`config.mk`:
```
export PLATFORM = sky130hd
export DESIGN_NAME = modinv_helper_precalc_gen
export DESIGN_NICKNAME = d
export VERILOG_FILES = /design/src/rtl/modinv_helper_precalc_gen.sv
export SDC_FILE = /design/constraint.sdc
export NUM_CORES = 1
export LEC_CHECK = 0
export CORE_ASPECT_RATIO = 0.9
export CORE_MARGIN = 2
export CORE_UTILIZATION = 45
export DETAILED_ROUTE_END_ITERATION = 16
export DONT_BUFFER_PORTS = 1
export GPL_TIMING_DRIVEN = 0
export SLEW_MARGIN = 0
export SYNTH_ARGS = -nofsm -noshare
export SYNTH_HDL_FRONTEND = slang
export SYNTH_SLANG_ARGS = --single-unit
export TNS_END_PERCENT = 50
```
`constraint.sdc`:
```
create_clock -name clk -period 9.4 [get_ports clk]
set_input_delay 0.94 -clock clk [delete_from_list [all_inputs] [get_ports clk]]
set_output_delay 0.94 -clock clk [all_outputs]
set_load 0.01 [all_outputs]
```
`src/rtl/modinv_helper_precalc_gen.sv`:
```
// Word-serial precalculation for the binary modular invertor: forward pass 2r,2s,r+s,u-v,v-u,
// backward pass u/2,v/2,(u-v)/2,(v-u)/2. Status flags u_eq_v/rps_carry live under MODINV_PRECALC_STATUS_EN.
module modinv_helper_precalc_gen #(
    parameter int NUM_WORDS = 9,
    parameter int ADDR_BITS = 4,
    parameter int WORD_W    = 32
) (
    input  logic                 clk,
    input  logic                 rst_n,
    input  logic                 ena,
    output logic                 rdy,
    output logic                 done,
    output logic [ADDR_BITS-1:0] rd_addr,
    input  logic [WORD_W-1:0]    r_din,
    input  logic [WORD_W-1:0]    s_din,
    input  logic [WORD_W-1:0]    u_din,
    input  logic [WORD_W-1:0]    v_din,
    input  logic [WORD_W-1:0]    umv_din,
    input  logic [WORD_W-1:0]    vmu_din,
    output logic [ADDR_BITS-1:0] fwd_wr_addr,
    output logic                 fwd_wren,
    output logic [ADDR_BITS-1:0] bwd_wr_addr,
    output logic                 bwd_wren,
    output logic [WORD_W-1:0]    r_dbl_dout,
    output logic [WORD_W-1:0]    s_dbl_dout,
    output logic [WORD_W-1:0]    r_plus_s_dout,
    output logic [WORD_W-1:0]    u_minus_v_dout,
    output logic [WORD_W-1:0]    v_minus_u_dout,
    output logic [WORD_W-1:0]    u_half_dout,
    output logic [WORD_W-1:0]    v_half_dout,
    output logic [WORD_W-1:0]    umv_half_dout,
    output logic [WORD_W-1:0]    vmu_half_dout,
    output logic                 u_lt_v,
    output logic                 v_lt_u,
    output logic                 u_eq_v,
    output logic                 rps_carry
);

    localparam int CNT_W = $clog2(2*NUM_WORDS + 5);

    // t milestones; data for a read issued at cycle t is consumed at cycle t+1
    localparam logic [CNT_W-1:0] T_ONE        = CNT_W'(1);
    localparam logic [CNT_W-1:0] T_FLAST      = CNT_W'(NUM_WORDS - 1);
    localparam logic [CNT_W-1:0] T_FLAST_DATA = CNT_W'(NUM_WORDS);
    localparam logic [CNT_W-1:0] T_FDRN_END   = CNT_W'(NUM_WORDS + 1);
    localparam logic [CNT_W-1:0] T_BRD0       = CNT_W'(NUM_WORDS + 2);
    localparam logic [CNT_W-1:0] T_BFIRST     = CNT_W'(NUM_WORDS + 3);
    localparam logic [CNT_W-1:0] T_BLAST      = CNT_W'(2*NUM_WORDS + 1);
    localparam logic [CNT_W-1:0] T_BLAST_DATA = CNT_W'(2*NUM_WORDS + 2);
    localparam logic [CNT_W-1:0] T_END        = CNT_W'(2*NUM_WORDS + 3);

    typedef enum logic [2:0] {IDLE, FWD, FWD_DRAIN, BWD, BWD_DRAIN} state_t;

    state_t             state;
    logic [CNT_W-1:0]   t;
    logic [CNT_W-1:0]   t_nxt;
    logic [ADDR_BITS-1:0] rd_nxt;
    logic               fwd_vld, fwd_first, bwd_vld, bwd_first;
    logic               rps_c, umv_b, vmu_b, r_msb, s_msb;
    logic               u_lsb, v_lsb, umv_lsb, vmu_lsb;
    logic [WORD_W:0]    sum, umv, vmu;

    always_comb begin
        t_nxt     = t + 1'b1;
        fwd_vld   = (state != IDLE) && (t >= T_ONE) && (t <= T_FLAST_DATA);
        fwd_first = (t == T_ONE);
        bwd_vld   = (state != IDLE) && (t >= T_BFIRST) && (t <= T_BLAST_DATA);
        bwd_first = (t == T_BFIRST);
        sum = {1'b0, r_din} + {1'b0, s_din} + (WORD_W+1)'(fwd_first ? 1'b0 : rps_c);
        umv = {1'b0, u_din} - {1'b0, v_din} - (WORD_W+1)'(fwd_first ? 1'b0 : umv_b);
        vmu = {1'b0, v_din} - {1'b0, u_din} - (WORD_W+1)'(fwd_first ? 1'b0 : vmu_b);
        if (t_nxt <= T_FLAST)
            rd_nxt = ADDR_BITS'(t_nxt);
        else if (t_nxt >= T_BRD0 && t_nxt <= T_BLAST)
            rd_nxt = ADDR_BITS'(T_BLAST - t_nxt);
        else
            rd_nxt = '0;
    end

`ifndef MODINV_PRECALC_STATUS_EN
    assign u_eq_v    = 1'b0;
    assign rps_carry = 1'b0;
`endif

    always_ff @(posedge clk or negedge rst_n) begin
        if (!rst_n) begin
            state <= IDLE;
            t <= '0;
            rdy <= 1'b1;
            done <= 1'b0;
            rd_addr <= '0;
            fwd_wr_addr <= '0;
            fwd_wren <= 1'b0;
            bwd_wr_addr <= '0;
            bwd_wren <= 1'b0;
            r_dbl_dout <= '0;
            s_dbl_dout <= '0;
            r_plus_s_dout <= '0;
            u_minus_v_dout <= '0;
            v_minus_u_dout <= '0;
            u_half_dout <= '0;
            v_half_dout <= '0;
            umv_half_dout <= '0;
            vmu_half_dout <= '0;
            u_lt_v <= 1'b0;
            v_lt_u <= 1'b0;
`ifdef MODINV_PRECALC_STATUS_EN
            u_eq_v <= 1'b0;
            rps_carry <= 1'b0;
`endif
            {rps_c, umv_b, vmu_b, r_msb, s_msb} <= '0;
            {u_lsb, v_lsb, umv_lsb, vmu_lsb} <= '0;
        end else begin
            done <= 1'b0;
            fwd_wren <= fwd_vld;
            bwd_wren <= bwd_vld;
            if (state == IDLE) begin
                if (ena) begin
                    state <= FWD;
                    t <= '0;
                    rdy <= 1'b0;
                    rd_addr <= '0;
                end
            end else begin
                t <= t_nxt;
                rd_addr <= rd_nxt;
                case (state)
                    FWD:       if (t == T_FLAST) state <= FWD_DRAIN;
                    FWD_DRAIN: if (t == T_FDRN_END) state <= BWD;
                    BWD:       if (t == T_BLAST) state <= BWD_DRAIN;
                    BWD_DRAIN: if (t == T_END) begin
                        state <= IDLE;
                        t <= '0;
                        rdy <= 1'b1;
                        done <= 1'b1;
                    end
                    default:   state <= IDLE;
                endcase
            end

            if (fwd_vld) begin
                fwd_wr_addr <= ADDR_BITS'(t - 1'b1);
                r_dbl_dout <= {r_din[WORD_W-2:0], fwd_first ? 1'b0 : r_msb};
                s_dbl_dout <= {s_din[WORD_W-2:0], fwd_first ? 1'b0 : s_msb};
                r_plus_s_dout <= sum[WORD_W-1:0];
                u_minus_v_dout <= umv[WORD_W-1:0];
                v_minus_u_dout <= vmu[WORD_W-1:0];
                rps_c <= sum[WORD_W];
                umv_b <= umv[WORD_W];
                vmu_b <= vmu[WORD_W];
                r_msb <= r_din[WORD_W-1];
                s_msb <= s_din[WORD_W-1];
                if (t == T_FLAST_DATA) begin
                    u_lt_v <= umv[WORD_W];
                    v_lt_u <= vmu[WORD_W];
`ifdef MODINV_PRECALC_STATUS_EN
                    u_eq_v <= ~umv[WORD_W] & ~vmu[WORD_W];
                    rps_carry <= sum[WORD_W];
`endif
                end
            end else begin
                fwd_wr_addr <= '0;
            end

            // backward pass runs MSW first, so each fill bit comes from the word just seen
            if (bwd_vld) begin
                bwd_wr_addr <= ADDR_BITS'(T_BLAST_DATA - t);
                u_half_dout <= {bwd_first ? 1'b0 : u_lsb, u_din[WORD_W-1:1]};
                v_half_dout <= {bwd_first ? 1'b0 : v_lsb, v_din[WORD_W-1:1]};
                umv_half_dout <= {bwd_first ? 1'b0 : umv_lsb, umv_din[WORD_W-1:1]};
                vmu_half_dout <= {bwd_first ? 1'b0 : vmu_lsb, vmu_din[WORD_W-1:1]};
                u_lsb <= u_din[0];
                v_lsb <= v_din[0];
                umv_lsb <= umv_din[0];
                vmu_lsb <= vmu_din[0];
            end else begin
                bwd_wr_addr <= '0;
            end
        end
    end

endmodule

```
After elaboration in Yosys (flattened, before gate mapping)
Cells that the tools add are included.
- register bits: 323
- input bits: 195
- output and inout port bits: 308
- logic and storage cells: 107
- add/sub/neg operators: 10
- magnitude comparators: 7
- eq/ne operators: 16
- muxes and demuxes: 33
- reductions and logical operators: 12
- operators with widths (operator ; count):
    32-bit by 32-bit subtractor with 33-bit output ; 2
    33-bit by 1-bit subtractor with 33-bit output ; 2
    32-bit by 32-bit adder with 33-bit output ; 1
    33-bit by 1-bit adder with 33-bit output ; 1
    4-bit two-way mux ; 6
    5-bit by 4-bit == test with 1-bit output (second input constant) ; 4
    5-bit two-way mux ; 4
    3-bit two-way mux ; 6
    1-bit two-way mux ; 16
    3-bit != test (second input constant) ; 4
    3-bit case mux with 4 select lines ; 1
    5-bit == test (second input constant) ; 2
    5-bit by 4-bit greater-or-equal comparator with 1-bit output (second input constant) ; 2
    5-bit by 4-bit less-or-equal comparator with 1-bit output (second input constant) ; 2
    5-bit less-or-equal comparator (second input constant) ; 2
    3-bit by 2-bit == test with 1-bit output (second input constant) ; 2
    5-bit by 1-bit adder with 5-bit output (second input constant) ; 1
    5-bit by 1-bit == test with 1-bit output (second input constant) ; 1
    5-bit by 1-bit greater-or-equal comparator with 1-bit output (second input constant) ; 1
    1-bit logical AND ; 5
    5-bit AND reduction ; 1
    2-bit nonzero test ; 2
    2-bit by 4-bit subtractor with 4-bit output (first input constant) ; 1
    3-bit by 4-bit subtractor with 4-bit output (first input constant) ; 1
    8 further kinds ; 8

Longest topological paths before layout
- depth in word-level cells: 6
- gate-level depth with buffers: 18
- mapped depth without buffers: 18

Worst setup path after synthesis
Ideal clock, no wire load.
- path type: input to register
- start: input port u_din[0]
- end: register vmu_b
- library setup time: 125 ps
- arrival time: 4271 ps
- data required time: 9275 ps
- path slack: 5004 ps
- stages: 15
- buffers on the path: 0
- cells stage by stage: inv_1 > fa_1 > inv_1 > ha_1 > or2_2 > fa_1 > nand2b_2 > a2111oi_4 > nor4b_1 > nor4b_2 > or2_1 > o221ai_2 > a221oi_2 > xor2_1 > mux2_2
- cells in the longest elaborated chain, start to end: 2
- RTL lines (element ; line ; source):
    start, declared ; 16 ; input logic [WORD_W-1:0] u_din,
    32-bit by 32-bit subtractor with 33-bit output ; 71 ; vmu = {1'b0, v_din} - {1'b0, u_din} - (WORD_W+1)'(fwd_first ? 1'b0 : vmu_b);
    33-bit by 1-bit subtractor with 33-bit output ; 71 ;
    end signal, assigned ; 150 ; vmu_b <= vmu[WORD_W];
    end, declared ; 59 ; logic rps_c, umv_b, vmu_b, r_msb, s_msb;
No other way between the ends.
A chain may end at the register's enable or synchronous reset.

Final worst setup path
- start: register t[1]
- end: register vmu_b
- cells in the longest elaborated chain, start to end: 3
- elaborated cells on any way between the ends: 7
- those cells by class: add/sub: 1; order compare: 2; eq/ne: 1; mux: 1; reduce/logical: 2
- RTL lines (element ; line ; source):
    start, declared ; 55 ; logic [CNT_W-1:0] t;
    start signal, assigned ; 125 ; t <= t_nxt;
    5-bit by 1-bit == test with 1-bit output / 5-bit by 1-bit greater-or-equal comparator with 1-bit output (equally long branches) ; 66, 65 ;
    1-bit two-way mux / 1-bit logical AND (equally long branches) ; 71, 65 ;
    33-bit by 1-bit subtractor with 33-bit output / 1-bit logical AND (equally long branches) ; 71, 65 ;
Parallel ways exist; a longest one is shown, timed or not.

==> summary.md <==
| Metric | Value |
|---|---|
| Pwr per Cell Area | `359 nW/µm²` |
| Height of the chip | `196 µm` |
| DRC marker count from the first detailed-route iteration | `940` |
| Global-route total usage across every layer | `between 20% and 30%` |
| Count of yosys warnings during synthesis | `0` |
| Effective utilization at floorplan | `45.5%` |
| DP HPWL | `42300 µm` |
| Root buf cell | `sky130_fd_sc_hd__clkbuf_16` |
| Post-synth design cell area | `~18000 µm²` |
| Number of cell rows | `70` |
| CTS Buf Count | `38` |
| DR DRC count | `0` |
| I/O pin cnt | `503` |
| Top flip-flop cell by instance count after synthesis | `sky130_fd_sc_hd__dfrtp_1` |
| Register Area | `8080 µm²` |
| Routed via count divided by cell count | `5.56` |
| Number of buffers inserted for hold repair after clock tree synthesis | `0` |
| Reg2reg path depth | `18` |
| Mean cell area of the mapped netlist | `approximately 9.5 µm²` |
| Number of antenna violations at the first check in global routing | `1` |
| Post-detailed-routing wire length | `54900 µm` |
| Reg-to-reg startpoint | `t[1]` |
| Routability congestion estimate | `0.910` |
| Maximum clock path buffer count | `3` |
| Post-synth top area cell | `sky130_fd_sc_hd__dfrtp_1` |
| Drt first pass iters | `7` |
| Max-slew headroom at the worst pin | `30.1%` |
| Port-buffer cells | `0` |
| Unrepaired setup endpoints after global routing | `false` |
| Max IR drop VDD | `0.000203 V` |
| Transition at the pin with the smallest max-transition slack | `1050 ps` |
| Post-CTS Setup Repair Bufs | `0` |
| Number of nets with antenna violations after detailed routing | `0` |
| CTS-repair resized insts | `0` |
| Layout filler cell count | `3731` |
| Die outline width | `roughly 220 µm` |
| Cell with the most instances after synthesis | `sky130_fd_sc_hd__nand2_1` |
| Endpoint arrival time on the critical path | `5590 ps` |
| Die Footprint | `42500 µm²` |
| Inserted Diodes | `0` |
| Area overhead of the layout relative to synthesis | `11.0%` |
| Worst setup margin | `about 4200 ps` |
| LEAKAGE | `0.00984 µW` |
| Via count | `between 10000 and 15000` |
| Setup TNS Final | `0 ps` |
| Final Critical Period | `5170 ps` |
| Inst Count DP | `2469` |
| Required arrival time at the worst endpoint | `9830 ps` |
| Final clock skew | `18.8 ps` |
| Post-route clock period utilization | `55.0%` |
| Later-pin clock latency in the skew report | `550 ps` |
| Max FO, Critical Path | `9` |
| Total congestion overflow after global routing | `0` |
| Fraction of synthesized cell area taken by the top area cell type | `43.8%` |
| Result of the run | `finished, final reports clean` |
| Synthesized netlist cell count | `1928` |
| Register-to-Register Setup Slack | `roughly 4200 ps` |
| Yosys cell types | `68` |
| Ratio of cells with drive above 1 in the final layout | `10.6%` |
| Top cells by area, synth | `sky130_fd_sc_hd__dfrtp_1, sky130_fd_sc_hd__ha_1, sky130_fd_sc_hd__mux2_2` |
| Clock sinks | `between 300 and 400` |
| Worst setup path startpoint | `t[1]` |
| Achievable Freq | `between 150 and 200 MHz` |
| Share of synthesized area occupied by flip-flops and latches | `43.9%` |
| Crit start category | `flop` |
| Endpoints failing setup | `0` |
| Post-layout instance count excluding filler cells | `2535` |
| Area of combinational cells with multiple inputs | `just over 9000 µm²` |
| H-tree levels | `2` |
| Tightest Hold Check Type | `input pin to asynchronous set/reset pin` |
| Nature of the critical path endpoint | `flop` |
| Worst Hold Margin | `88.1 ps` |
| Leading cell types by count after synthesis | `sky130_fd_sc_hd__nand2_1, sky130_fd_sc_hd__dfrtp_1, sky130_fd_sc_hd__inv_1` |
| Net count, final | `2331` |
| Number of failing hold endpoints at the final stage | `0` |
| Slew Viols, Final | `0` |
| Clock tree from TritonCTS | `built` |
| R2R Path End | `vmu_b` |
| Worst setup path category | `flop to flop` |
| Core area | `40500 µm²` |
| DP Worst Slack | `roughly 4300 ps` |
| Clock Pin Slew Worst Setup and Hold Paths | `60 ps` |
| Global-route wire length before repair | `83500 µm` |
| Number of enable-type register cells in the synthesized netlist | `0` |
| Maximum Capacitance Violations | `0` |
| Post-detailed-route wirelength per cell | `approximately 22 µm` |
| Pin count of the biggest net entering global routing | `about 320` |
| Synthesized flop and latch total | `323` |
| Synth async-reset ratio | `100%` |
| Vias in the first global route | `between 10000 and 15000` |
-- per-layer routing --
layer  part of all wire (%)  routed length [µm]  vias to the layer above  GRT usage (%)
met1                     41               22500                     6842           31.7
met2                     46               25400                      533           40.9
met5                  0.020                  11                        -              0
li1                       -                   -                     6598              -
met3                    8.9                4860                      111           7.92
met4                    3.8                2090                        2           10.3
-- how the worst max path moves through the flow --
stage	end	slack (ps)	cells past startpoint
final	vmu_b	4230	18
after global routing	vmu_b	3960	18
after CTS	vmu_b	4250	18
after detailed placement	vmu_b	4260	18
after global placement	vmu_b	4270	18
after floorplan	vmu_b	5000	15
-- stage by stage --
step	cell area, µm²	util (%)	total power, µW
after floorplan	18400	-	4700
after global placement	19100	47.2	5670
after detailed placement	19100	47.2	5750
after CTS	20400	50.5	7390
after global routing	20400	50.5	7840
final	20400	50.5	7320
-- layout make-up --
| class | count | area share [%] |
|---|---|---|
| clock buffer | 50 | 5.22 |
| tap | 540 | 3.31 |
| clock inverter | 16 | 1.35 |
| buffer | 79 | 1.52 |
| inverter | 191 | 3.51 |
| sequential | 323 | 39.6 |
| multi-input combinational | 1336 | 45.5 |
-- placed cells by master (no fill, tap or decap), types with 13 or more instances in the layout --
cell type and n:
sky130_fd_sc_hd__o21bai_1 18, sky130_fd_sc_hd__o21ai_0 157, sky130_fd_sc_hd__nand2b_1 13, sky130_fd_sc_hd__inv_1 190, sky130_fd_sc_hd__a21oi_1 97, sky130_fd_sc_hd__ha_1 161, sky130_fd_sc_hd__nor2_1 38, sky130_fd_sc_hd__dfrtp_1 322
sky130_fd_sc_hd__mux2_2 132, sky130_fd_sc_hd__clkbuf_16 39, sky130_fd_sc_hd__nand2_1 356, sky130_fd_sc_hd__xor2_1 39, sky130_fd_sc_hd__nand3_1 33, sky130_fd_sc_hd__clkbuf_1 72, sky130_fd_sc_hd__a21o_1 55, sky130_fd_sc_hd__xnor2_1 47
-- critical path: stages (launching register included) --
cell and delay, ps:
sky130_fd_sc_hd__dfrtp_1 500, sky130_fd_sc_hd__inv_1 130, sky130_fd_sc_hd__ha_1 260, sky130_fd_sc_hd__nand3b_1 290, sky130_fd_sc_hd__nand2_1 120, sky130_fd_sc_hd__fa_1 510
sky130_fd_sc_hd__inv_1 50, sky130_fd_sc_hd__ha_1 180, sky130_fd_sc_hd__or2_2 280, sky130_fd_sc_hd__fa_1 390, sky130_fd_sc_hd__nand2b_2 240, sky130_fd_sc_hd__a2111oi_4 410
sky130_fd_sc_hd__nor4b_1 190, sky130_fd_sc_hd__nor4b_2 320, sky130_fd_sc_hd__or2_1 220, sky130_fd_sc_hd__o221ai_2 190, sky130_fd_sc_hd__a221oi_2 350, sky130_fd_sc_hd__xor2_1 140
sky130_fd_sc_hd__mux2_2 280
-- where the power goes --
| group | switching, µW | total, µW | internal (µW) | leakage, µW |
|---|---|---|---|---|
| Clock | 607 | 1600 | 993 | 0.000644 |
| Combinational | 1740 | 2730 | 992 | 0.00523 |
| Sequential | 883 | 2990 | 2110 | 0.00396 |
| Total | 3230 | 7320 | 4090 | 0.00984 |
-- kinds of logic after synthesis --
group | after synthesis | share of synthesized area [%]
xor+xnor | 86 | 4.09
simple gates | 529 | 12.6
mux | 137 | 8.35
buf+inv | 270 | 5.58
flops | 323 | 43.9
fa+ha+maj | 167 | 11.6
compound gates | 415 | 13.9
other cells | 1 | 0.0204
(Power assumes the default switching activity.)
